$ cat src/rtl/l2_port_arbiter_if.sv
// Bundle between the two L1 miss ports, the arbiter and the L2 upstream port.
// The arbiter takes the slave modport; the L1/L2 environment takes the master modport.
interface l2_port_arbiter_if #(
  parameter int ADDR_W = 32,
  parameter int LINE_W = 256
);
  // Handshake: a requester raises x_read/x_write and holds x_addr/x_wdata stable
  // until the cycle x_resp=1, then drops its request on the following cycle.
  // Toward the L2, l2_read/l2_write stay high with l2_addr/l2_wdata stable until
  // the single-cycle l2_resp pulse; l2_rdata is valid only in that pulse cycle.
  logic              i_read;
  logic [ADDR_W-1:0] i_addr;
  logic [LINE_W-1:0] i_rdata;
  logic              i_resp;

  logic              d_read;
  logic              d_write;
  logic [ADDR_W-1:0] d_addr;
  logic [LINE_W-1:0] d_wdata;
  logic [LINE_W-1:0] d_rdata;
  logic              d_resp;

  logic              l2_read;
  logic              l2_write;
  logic [ADDR_W-1:0] l2_addr;
  logic [LINE_W-1:0] l2_wdata;
  logic [LINE_W-1:0] l2_rdata;
  logic              l2_resp;

  modport slave (
    input  i_read, i_addr, d_read, d_write, d_addr, d_wdata, l2_rdata, l2_resp,
    output i_rdata, i_resp, d_rdata, d_resp, l2_read, l2_write, l2_addr, l2_wdata
  );

  modport master (
    output i_read, i_addr, d_read, d_write, d_addr, d_wdata, l2_rdata, l2_resp,
    input  i_rdata, i_resp, d_rdata, d_resp, l2_read, l2_write, l2_addr, l2_wdata
  );
endinterface

$ cat src/rtl/l2_port_arbiter.sv
// Shares the L2 upstream port between the L1 I-cache and D-cache miss ports.
// Define L2_ARB_RR_EN for round-robin arbitration; default is fixed D-over-I priority.
module l2_port_arbiter (
  input  logic              clk,
  input  logic              rst,
  l2_port_arbiter_if.slave  bus,
  output logic [1:0]        fsm_state
);

  typedef enum logic [1:0] {
    IDLE    = 2'd0,
    GRANT_I = 2'd1,
    GRANT_D = 2'd2,
    DONE    = 2'd3
  } state_t;

  state_t state;
  logic   d_req;
  logic   i_req;
  logic   pick_d;

  assign d_req = bus.d_read | bus.d_write;
  assign i_req = bus.i_read;

`ifdef L2_ARB_RR_EN
  logic last_d;  // 1 = D won the previous arbitration, 0 = I (reset value)

  assign pick_d = d_req & (~i_req | ~last_d);

  always_ff @(posedge clk) begin
    if (rst) begin
      last_d <= 1'b0;
    end else if (state == IDLE) begin
      if (pick_d) begin
        last_d <= 1'b1;
      end else if (i_req) begin
        last_d <= 1'b0;
      end
    end
  end
`else
  assign pick_d = d_req;
`endif

  always_ff @(posedge clk) begin
    if (rst) begin
      state        <= IDLE;
      bus.l2_read  <= 1'b0;
      bus.l2_write <= 1'b0;
      bus.l2_addr  <= '0;
      bus.l2_wdata <= '0;
    end else begin
      case (state)
        IDLE: begin
          if (pick_d) begin
            state        <= GRANT_D;
            bus.l2_addr  <= bus.d_addr;
            bus.l2_wdata <= bus.d_wdata;
            // A write wins if the D side illegally raises both strobes.
            bus.l2_write <= bus.d_write;
            bus.l2_read  <= ~bus.d_write;
          end else if (i_req) begin
            state        <= GRANT_I;
            bus.l2_addr  <= bus.i_addr;
            bus.l2_write <= 1'b0;
            bus.l2_read  <= 1'b1;
          end
        end
        GRANT_I, GRANT_D: begin
          if (bus.l2_resp) begin
            state        <= DONE;
            bus.l2_read  <= 1'b0;
            bus.l2_write <= 1'b0;
          end
        end
        DONE: begin
          // One-cycle bubble so the winner's request has dropped before re-arbitration.
          state <= IDLE;
        end
        default: begin
          state <= IDLE;
        end
      endcase
    end
  end

  assign bus.i_resp  = bus.l2_resp & (state == GRANT_I);
  assign bus.d_resp  = bus.l2_resp & (state == GRANT_D);
  assign bus.i_rdata = bus.l2_rdata;
  assign bus.d_rdata = bus.l2_rdata;
  assign fsm_state   = state;

  a_d_rw_exclusive: assert property (@(posedge clk) disable iff (rst)
    !(bus.d_read && bus.d_write))
    else $warning("d_read and d_write asserted together");

  a_resp_in_grant: assert property (@(posedge clk) disable iff (rst)
    bus.l2_resp |-> (state == GRANT_I || state == GRANT_D))
    else $warning("l2_resp outside a grant state, ignored");

endmodule
$ cat src/flat_wrapper.sv
// flat-port wrapper written by rule: the top's interface ports become plain ports
module l2_port_arbiter_flat 
  (clk, rst, fsm_state, bus_i_read, bus_i_addr, bus_d_read, bus_d_write, bus_d_addr, bus_d_wdata, bus_l2_rdata, bus_l2_resp, bus_i_rdata, bus_i_resp, bus_d_rdata, bus_d_resp, bus_l2_read, bus_l2_write, bus_l2_addr, bus_l2_wdata);
  l2_port_arbiter_if bus_i ();
  input  logic clk;
  input  logic rst;
  output logic [1:0] fsm_state;
  input wire logic [$bits(bus_i.i_read)-1:0] bus_i_read;
  input wire logic [$bits(bus_i.i_addr)-1:0] bus_i_addr;
  input wire logic [$bits(bus_i.d_read)-1:0] bus_d_read;
  input wire logic [$bits(bus_i.d_write)-1:0] bus_d_write;
  input wire logic [$bits(bus_i.d_addr)-1:0] bus_d_addr;
  input wire logic [$bits(bus_i.d_wdata)-1:0] bus_d_wdata;
  input wire logic [$bits(bus_i.l2_rdata)-1:0] bus_l2_rdata;
  input wire logic [$bits(bus_i.l2_resp)-1:0] bus_l2_resp;
  output wire logic [$bits(bus_i.i_rdata)-1:0] bus_i_rdata;
  output wire logic [$bits(bus_i.i_resp)-1:0] bus_i_resp;
  output wire logic [$bits(bus_i.d_rdata)-1:0] bus_d_rdata;
  output wire logic [$bits(bus_i.d_resp)-1:0] bus_d_resp;
  output wire logic [$bits(bus_i.l2_read)-1:0] bus_l2_read;
  output wire logic [$bits(bus_i.l2_write)-1:0] bus_l2_write;
  output wire logic [$bits(bus_i.l2_addr)-1:0] bus_l2_addr;
  output wire logic [$bits(bus_i.l2_wdata)-1:0] bus_l2_wdata;
  assign bus_i.i_read = bus_i_read;
  assign bus_i.i_addr = bus_i_addr;
  assign bus_i.d_read = bus_d_read;
  assign bus_i.d_write = bus_d_write;
  assign bus_i.d_addr = bus_d_addr;
  assign bus_i.d_wdata = bus_d_wdata;
  assign bus_i.l2_rdata = bus_l2_rdata;
  assign bus_i.l2_resp = bus_l2_resp;
  assign bus_i_rdata = bus_i.i_rdata;
  assign bus_i_resp = bus_i.i_resp;
  assign bus_d_rdata = bus_i.d_rdata;
  assign bus_d_resp = bus_i.d_resp;
  assign bus_l2_read = bus_i.l2_read;
  assign bus_l2_write = bus_i.l2_write;
  assign bus_l2_addr = bus_i.l2_addr;
  assign bus_l2_wdata = bus_i.l2_wdata;
  l2_port_arbiter u_core (.clk(clk), .rst(rst), .bus(bus_i), .fsm_state(fsm_state));
endmodule
$ cat config.mk
export PLATFORM = sky130hd
export DESIGN_NAME = l2_port_arbiter_flat
export DESIGN_NICKNAME = d
export VERILOG_FILES = /design/src/rtl/l2_port_arbiter_if.sv /design/src/rtl/l2_port_arbiter.sv /design/src/flat_wrapper.sv
export SDC_FILE = /design/constraint.sdc
export NUM_CORES = 1
export LEC_CHECK = 0
export CAP_MARGIN = 10
export CORE_AREA = 2 2 545 547
export DETAILED_ROUTE_END_ITERATION = 6
export DIE_AREA = 0 0 547 549
export PLACE_DENSITY = 0.3
export SYNTH_ARGS = -nofsm -noshare
export SYNTH_HDL_FRONTEND = slang
export SYNTH_SLANG_ARGS = --single-unit
export TNS_END_PERCENT = 1
$ cat constraint.sdc
create_clock -name clk -period 4.93 [get_ports clk]
set_input_delay 0.7395 -clock clk [delete_from_list [all_inputs] [get_ports clk]]
set_output_delay 0.7395 -clock clk [all_outputs]
set_load 0.1 [all_outputs]
Yosys cells after proc, flatten, opt, wreduce, memory -nomap -nowiden
Cells that the tools add are included.
{"block": "totals", "regBits": 292, "input_bits": 582, "output_inout_bits": 806, "word_cells": 35}
{"block": "classes", "eq_ne": 5, "n_mux": 13, "n_bitwise": 4, "reduce_logical": 8}
{"operator": "32-bit two-way mux", "n": 2}
{"operator": "2-bit two-way mux", "n": 3}
{"operator": "2-bit one-hot mux with 3 select lines", "n": 1}
{"operator": "2-bit AND reduction", "n": 3}
{"operator": "1-bit two-way mux", "n": 5}
{"operator": "2-bit == test, second input constant", "n": 2}
{"operator": "1-bit one-hot mux with 2 select lines", "n": 2}
{"operator": "2-bit nonzero test", "n": 2}
{"operator": "3-bit by 2-bit inequality test with 1-bit output, second input constant", "n": 1}
{"operator": "3-bit AND reduction", "n": 1}
{"operator": "1-bit AND", "n": 2}
{"operator": "2-bit by 1-bit == test with 1-bit output, second input constant", "n": 1}
{"operator": "2-bit zero test", "n": 1}
{"operator": "2-bit inequality test, second input constant", "n": 1}
{"operator": "2-bit OR reduction", "n": 1}
{"operator": "1-bit NOT", "n": 1}
{"operator": "1-bit OR", "n": 1}

Logic depth before layout (Yosys ltp)
Gate-level depths: netlist of the first run.
{"block": "depth", "word_depth": 4, "depth_mapped": 7, "depth_no_buf": 5}

Worst setup path after synthesis of the first run
No wires, ideal clock.
{"block": "synth_timing", "path_kind": "flip-flop to output port", "start": "reg u_core.state[1], in the netlist u_core.fsm_state[1]", "end": "out bus_d_resp", "arrival_time_ns": 1.998, "required_ns": 4.191, "path_slack_ns": 2.193, "path_stages_with_launch": 3, "n_path_buf": 0, "path_cell_list": "dfxtp_1 > ha_1 > and2_1"}
{"block": "synth_via", "elab_chain_cells": 2}
{"item": "from (decl)", "line_no": "l2_port_arbiter.sv:17", "rtl": "state_t state;"}
{"item": "from (signal assigned)", "line_no": "l2_port_arbiter.sv:47", "rtl": "state <= IDLE;"}
{"item": "from (signal assigned)", "line_no": "l2_port_arbiter.sv:56", "rtl": "state <= GRANT_D;"}
{"item": "from (signal assigned)", "line_no": "l2_port_arbiter.sv:63", "rtl": "state <= GRANT_I;"}
{"item": "2-bit == test", "line_no": "l2_port_arbiter.sv:88", "rtl": "assign bus.d_resp = bus.l2_resp & (state == GRANT_D);"}
{"item": "1-bit AND", "line_no": "l2_port_arbiter.sv:88"}
{"item": "to (decl)", "line_no": "flat_wrapper.sv:19", "rtl": "output wire logic [$bits(bus_i.d_resp)-1:0] bus_d_resp;"}
No other way between the ends.

Worst setup path after layout of the first run
{"block": "layout_timing", "start": "reg u_core.bus.l2_wdata[25]", "end": "out bus_l2_wdata[25]"}
{"item": "from (decl)", "line_no": "l2_port_arbiter_if.sv:32", "rtl": "output i_rdata, i_resp, d_rdata, d_resp, l2_read, l2_write, l2_addr, l2_wdata"}
{"item": "from (signal assigned)", "line_no": "l2_port_arbiter.sv:58", "rtl": "bus.l2_wdata <= bus.d_wdata;"}
{"item": "to (decl)", "line_no": "flat_wrapper.sv:23", "rtl": "output wire logic [$bits(bus_i.l2_wdata)-1:0] bus_l2_wdata;"}
No word-level cell between the ends.

==> metrics.cfg, run 1 <==
[die]
start_util_pct=4.95
fp.dieH_um=549
die_area_sq_mm=0.300
num_io_pins=1388
die_w_um=547
coreArea_sq_mm=0.295
num_rows=200

[timing]
fin_crit_ps=3160
max_freq_mhz=316
worst_slew_pin_slew_ps=1150
slew_violations=0
setup-violations-final=0
setup_ws_ps=1770
fin_setup_tns_ps=0
rsz0062_at_grt=false
relSlewSlack_pct=22.9
fin_crit_sh_pct=64.2
finalHoldViolations=0
skew_ps=33.5

[final_layout]
final_cells=5895
utilization_pct=7.81
area_delta_synth_final_pct=57.8
layout-drive-gt1-share_pct=14.4
nNetsFinal=2499

[critical_path]
worstSetupEndpoint=bus_l2_wdata[25]
crit_required_ps=4190
critPathTopFamily=buffers and inverters
rrSetupSlack_ps=2400
start_kind=flop
r2r-start=u_core.fsm_state[0]$_SDFFE_PP0P_
arrival_ps=2420
crit_cells=1
critPathKind=reg -> out
slowest_delay_ps=1230
critical_path.slowest_cell=clkdlybuf4s50_1
cp_max_fo=2
cp_cell_sequence=clkdlybuf4s50_1
endpoint_kind=primary output
worstReg2RegEnd=u_core.bus.l2_addr[15]$_SDFFE_PP0P_
path_buf_inv=1
critPathLaunch=u_core.bus.l2_wdata[25]$_SDFFE_PP0P_
reg2reg_depth=6

[cts]
cts_buffers=50
numClockSinks=292
cts_buffer_depth=3
postCtsHoldBufs=0
insertion_delay_ps=740
htreeDepth=2
cts_root_buffer=clkbuf_16
post_cts_resized=0
path_clk_slew_ps=50
cts_setup_buffers=0
tritoncts=yes

[yosys]
synthFlopType=dfxtp_1
yosys_warnings=0
ys_async_sr_fraction_pct=0
syn_nets=2423
ys_seq_area_share_pct=40.0
synth_cells=1836
syn_avg_cell_area_sq_um=7.96
syn-cell-area_sq_mm=0.0146
synth_cell_type_count=26
synth_edf_count=0
ys_seq_elements=292

[detailed_routing]
num_vias=12800
first_pass_iters=5
viasPerCell=2.17
drtAntennaViolNets=0
drt-total-wl_um=137000
route.detailed.drc=0
wire_per_inst_um=23.3
drt_iter0_drc=714

[placed_design]
place_congestion=0.860
portBuffers=619
place_inst=5799
dp_hpwl_um=118000
dpl_worst_slack_ps=1700

[global_routing]
track_usage_pct=8.80
grt_pass1_vias=12700
antenna_found_initial=84
gr-total-overflow=0
grt_max_degree=81
grt_pass1_wl_um=166000

[min_path]
hold_class=reg -> reg

[run_status]
outcome=complete, no violations

[power]
vdd_drop_max_v=0.000392
p_leak_nw=7.42
power.density_mw_per_mm2=685

[flow_run]
cap_viol_max_count=0

## worst min-delay path by stage
stage                                                     start                               endpoint  slack, ps  depth (start not counted)
after global placement    u_core.bus.l2_wdata[111]$_SDFFE_PP0P_  u_core.bus.l2_wdata[111]$_SDFFE_PP0P_        440                          2
final                      u_core.bus.l2_wdata[81]$_SDFFE_PP0P_   u_core.bus.l2_wdata[81]$_SDFFE_PP0P_        450                          2
after global routing       u_core.bus.l2_wdata[81]$_SDFFE_PP0P_   u_core.bus.l2_wdata[81]$_SDFFE_PP0P_        470                          2
after floorplan                                bus_d_wdata[215]  u_core.bus.l2_wdata[215]$_SDFFE_PP0P_        880                          2
after CTS                                                   rst   u_core.bus.l2_wdata[56]$_SDFFE_PP0P_        440                          2
after detailed placement   u_core.bus.l2_wdata[72]$_SDFFE_PP0P_   u_core.bus.l2_wdata[72]$_SDFFE_PP0P_        450                          2
## flip-flops by register name, summed over array words and instances, names as in the netlist
register and count:
u_core.bus.l2_write 1, u_core.bus.l2_addr 32, u_core.bus.l2_wdata 256, u_core.fsm_state 2, u_core.bus.l2_read 1
## layer usage
metal | up-vias | wire, um | track usage, %
met5 | - | 13 | 0
met4 | 2 | 8880 | 4.74
li1 | 5536 | - | -
met3 | 480 | 34800 | 10.1
met1 | 5589 | 40400 | 7.46
met2 | 1157 | 53400 | 12.2
## kinds of logic (layout without fill, tap and decap cells)
group           count (synthesis)  in the layout  share of synthesized area [%]
other cells                     0              6                              0
flops                         292            292                           40.0
simple gates                  585            585                           15.4
fa+ha+maj                       5              5                          0.428
buf+inv                       621            735                           30.4
mux                             1              1                         0.0685
compound gates                332            332                           13.7
## where the power goes
part	switching, mW	internal (mW)
Combinational	6.77	1.75
Sequential	0.382	2.95
Clock	1.58	2.36
Total	8.73	7.06
## cells in the mapped netlist (all sizes together), types with 2 or more instances
cell type / n / area share, %
nor2b: 2 / 0.086
nor2: 34 / 0.92
buf: 580 / 29
and2: 2 / 0.086
clkbuf: 39 / 1.0
dfxtp: 292 / 40
a311oi: 32 / 3.3
ha: 5 / 0.43
inv: 2 / 0.051
o21ai: 35 / 1.2
o31ai: 2 / 0.10
nand2: 544 / 14
a21oi: 259 / 8.9
## metrics by stage
stage | power [mW] | hold slack (ps) | area [sq um]
final | 15.8 | 451 | 23100
after global routing | 16.7 | 466 | 23000
after CTS | 16.3 | 436 | 23000
after detailed placement | 12.2 | 446 | 21300
after global placement | 12.1 | 441 | 21300
after floorplan | 11.2 | 875 | 14600
## area by class of cell
class                           instances  area (sq um)
Clock inverter                         19           327
Fill cell                           34400        272000
Clock buffer                           71          1450
Tap cell                             3939          4930
Sequential cell                       292          5850
Inverter                                2          7.51
Antenna cell                            6          15.0
Multi-Input combinational cell        923          4340
Timing Repair Buffer                  643          6140
## layout by cell type, fill, tap and decap left out, types with 3 or more instances in the layout
cell type,instances
nand2_1,544
clkdlybuf4s50_1,481
dfxtp_1,292
a21oi_1,259
buf_4,147
clkbuf_16,50
o21ai_0,34
nor2_1,33
a311oi_2,32
clkbuf_8,12
clkbuf_1,9
buf_12,9
diode_2,6
bufinv_16,6
ha_1,5
clkinvlp_4,5
buf_2,5
clkinv_2,3
No activity file was read; power rests on OpenSTA's default activity.
==> run 2: changes to the inputs <==
Settings changed: CORE_AREA 2 2 545 547 to 2 2 546 548, DIE_AREA 0 0 547 549 to 0 0 548 550.
Clock period 4.93 ns to 3.2 ns, I/O delays scaled along.
==> run 2 against run 1 <==
Design area fell by 1.7%; first-iteration DRC count fell by 16%; non-clock buffer count rose by 6; worst hold slack got worse by 200 ps; count of clock-buffer cells in the layout fell by 1; flip-flop and latch count did not move; via count fell by 1.4%; worst setup slack got worse by 1200 ps.
==> metrics.cfg, run 2 (same netlist as run 1, synthesis figures left out) <==
[critical_path]
path_buf_inv=1  ; unchanged
critPathKind=reg -> out
crit_required_ps=2720  ; -1470 ps
arrival_ps=2170  ; -250 ps
cp_max_fo=2  ; unchanged
rrSetupSlack_ps=1100  ; -1300 ps
critPathTopFamily=buffers and inverters
critical_path.slowest_cell=clkdlybuf4s50_1
cp_cell_sequence=clkdlybuf4s50_1
slowest_delay_ps=1140  ; -90 ps
start_kind=flop
endpoint_kind=primary output

[detailed_routing]
drtAntennaViolNets=0  ; unchanged
drt_iter0_drc=599  ; -16%
num_vias=12600  ; -1.4%
wire_per_inst_um=23.9  ; +2.4%
route.detailed.drc=0  ; unchanged
first_pass_iters=7  ; +2
drt-total-wl_um=141000  ; +2.4%
viasPerCell=2.13  ; -1.4%

[die]
die_w_um=548  ; +0.18%
num_rows=200  ; unchanged
coreArea_sq_mm=0.296  ; +0.17%
start_util_pct=4.94  ; -0.0084 points
num_io_pins=1388  ; unchanged
fp.dieH_um=550  ; +0.18%
die_area_sq_mm=0.301  ; +0.37%

[final_layout]
nNetsFinal=2503  ; +0.16%
final_common_cell=nand2_1
final_cell_mix=544 x nand2_1, 353 x clkdlybuf4s50_1, 292 x dfxtp_1, 278 x buf_4, 259 x a21oi_1
largest_reg_flops=256  ; unchanged
nFillCells=34700  ; +0.77%
fin_area_sq_mm=0.0227  ; -1.7%
layout-drive-gt1-share_pct=20.9  ; +6.5 points
top_register=u_core.bus.l2_wdata
area_delta_synth_final_pct=55.2

[placed_design]
place_congestion=0.868  ; +0.93%
dp_hpwl_um=121000  ; +2.6%
dpl_worst_slack_ps=817  ; -883 ps
post_dp_cell_area_sq_mm=0.0210  ; -1.1%
portBuffers=619  ; unchanged

[power]
seq_power_share_pct=21.3  ; +0.2 points
p_leak_nw=7.63  ; +2.8%
power_switching_mw=13.6  ; +56%
internal-power_mw=10.5  ; +49%
power.density_mw_per_mm2=1060  ; +55%
power.share.switching_pct=56.3  ; +1.0 points
power.total_mw=24.1  ; +53%
vdd_drop_max_v=0.000462  ; +18%
comb_power_share_pct=55.0  ; +1.1 points
clkPwrFrac_pct=23.8  ; -1.2 points

[global_routing]
gr-total-overflow=0  ; unchanged
gr-usage-met1_pct=7.83  ; +0.37 points
grt_pass1_vias=12800  ; +0.48%
antenna_found_initial=24  ; -71%
grt_max_degree=101  ; +25%
grt.busiest_layer=met2
grt_util_met2_pct=12.5  ; +0.22 points
grtUsageMet3_pct=9.82  ; -0.28 points
grt_pass1_wl_um=169000  ; +2.0%
track_usage_pct=8.95  ; +0.14 points

[flow_run]
cap_viol_max_count=0  ; unchanged

[cts]
cts_buffer_depth=3  ; unchanged
cts_root_buffer=clkbuf_16
postCtsHoldBufs=0  ; unchanged
insertion_delay_ps=690  ; -50 ps
path_clk_slew_ps=60  ; about the same
cts_setup_buffers=0  ; unchanged
post_cts_resized=0  ; unchanged
cts_buffers=48  ; -4.0%
numClockSinks=292  ; unchanged
htreeDepth=2  ; unchanged
tritoncts=yes

[timing]
rsz0062_at_grt=false
finalHoldViolations=0  ; unchanged
worst_slew_pin_slew_ps=1010  ; -140 ps
relSlewSlack_pct=32.3  ; +9.4 points
fin_crit_sh_pct=82.8
skew_ps=34.2  ; +0.676 ps
setup_ws_ps=549  ; -1220 ps
setup-violations-final=0  ; unchanged
whs_ps=252  ; -199 ps
slew_violations=0  ; unchanged
fin_setup_tns_ps=0  ; unchanged
max_freq_mhz=377
fin_crit_ps=2650

[run_status]
outcome=complete, no violations

[min_path]
hold_class=in -> reg

## run 2: changes by cell type in the layout (fill, tap and decap cells not counted)
| cell | change |
|---|---|
| clkinv_2 | +1 |
| clkbuf_8 | -4 |
| clkdlybuf4s50_1 | -128 |
| buf_4 | +131 |
| buf_12 | +3 |
| clkinvlp_4 | -2 |
| clkinv_16 | -2 |
| inv_6 | +1 |
| bufinv_16 | -1 |
| diode_2 | -3 |
| clkbuf_1 | +3 |
## run 2: power by group through the flow
stage / combinational, mW / clock, mW / sequential [mW]
after floorplan: 5.87 / 0 / 11.4
after global placement: 13.7 / 0 / 5.19
after detailed placement: 13.7 / 0 / 5.21
after CTS: 13.7 / 6.13 / 5.15
after global routing: 14.2 / 6.19 / 5.24
final: 13.3 / 5.74 / 5.13
## run 2: worst paths after layout
path / to / cells after the start / from
max: bus_l2_addr[24] / 1 / u_core.bus.l2_addr[24]$_SDFFE_PP0P_
min: u_core.bus.l2_wdata[48]$_SDFFE_PP0P_ / 2 / rst
max reg2reg: u_core.bus.l2_wdata[236]$_SDFFE_PP0P_ / 7 / u_core.fsm_state[0]$_SDFFE_PP0P_
min reg2reg: u_core.bus.l2_wdata[101]$_SDFFE_PP0P_ / 2 / u_core.bus.l2_wdata[101]$_SDFFE_PP0P_
## run 2: per-stage QoR
| stage | std cells | utilization [%] |
|---|---|---|
| floorplan | 1836 | - |
| CTS | 5891 | 7.67 |
| finish | 5894 | 7.67 |
| global placement | 5805 | 7.11 |
| detailed placement | 5805 | 7.11 |
| global route | 5893 | 7.67 |
## run 2: layout make-up
| class | instances | area, sq um | share of cell area [%] |
|---|---|---|---|
| diodes | 3 | 7.51 | 0.0331 |
| clock buffers | 70 | 1410 | 6.20 |
| clock inverters | 16 | 235 | 1.04 |
| inverters | 2 | 7.51 | 0.0331 |
| multi-input cells | 923 | 4340 | 19.1 |
| flip-flops and latches | 292 | 5850 | 25.8 |
| well taps | 3939 | 4930 | 21.7 |
| repair buffers | 649 | 5900 | 26.0 |
## run 2: layer usage
| metal | wire length, um | vias to the layer above |
|---|---|---|
| li1 | - | 5538 |
| met1 | 42600 | 5677 |
| met2 | 55700 | 996 |
| met3 | 34300 | 365 |
| met4 | 8050 | 4 |
| met5 | 26 | - |
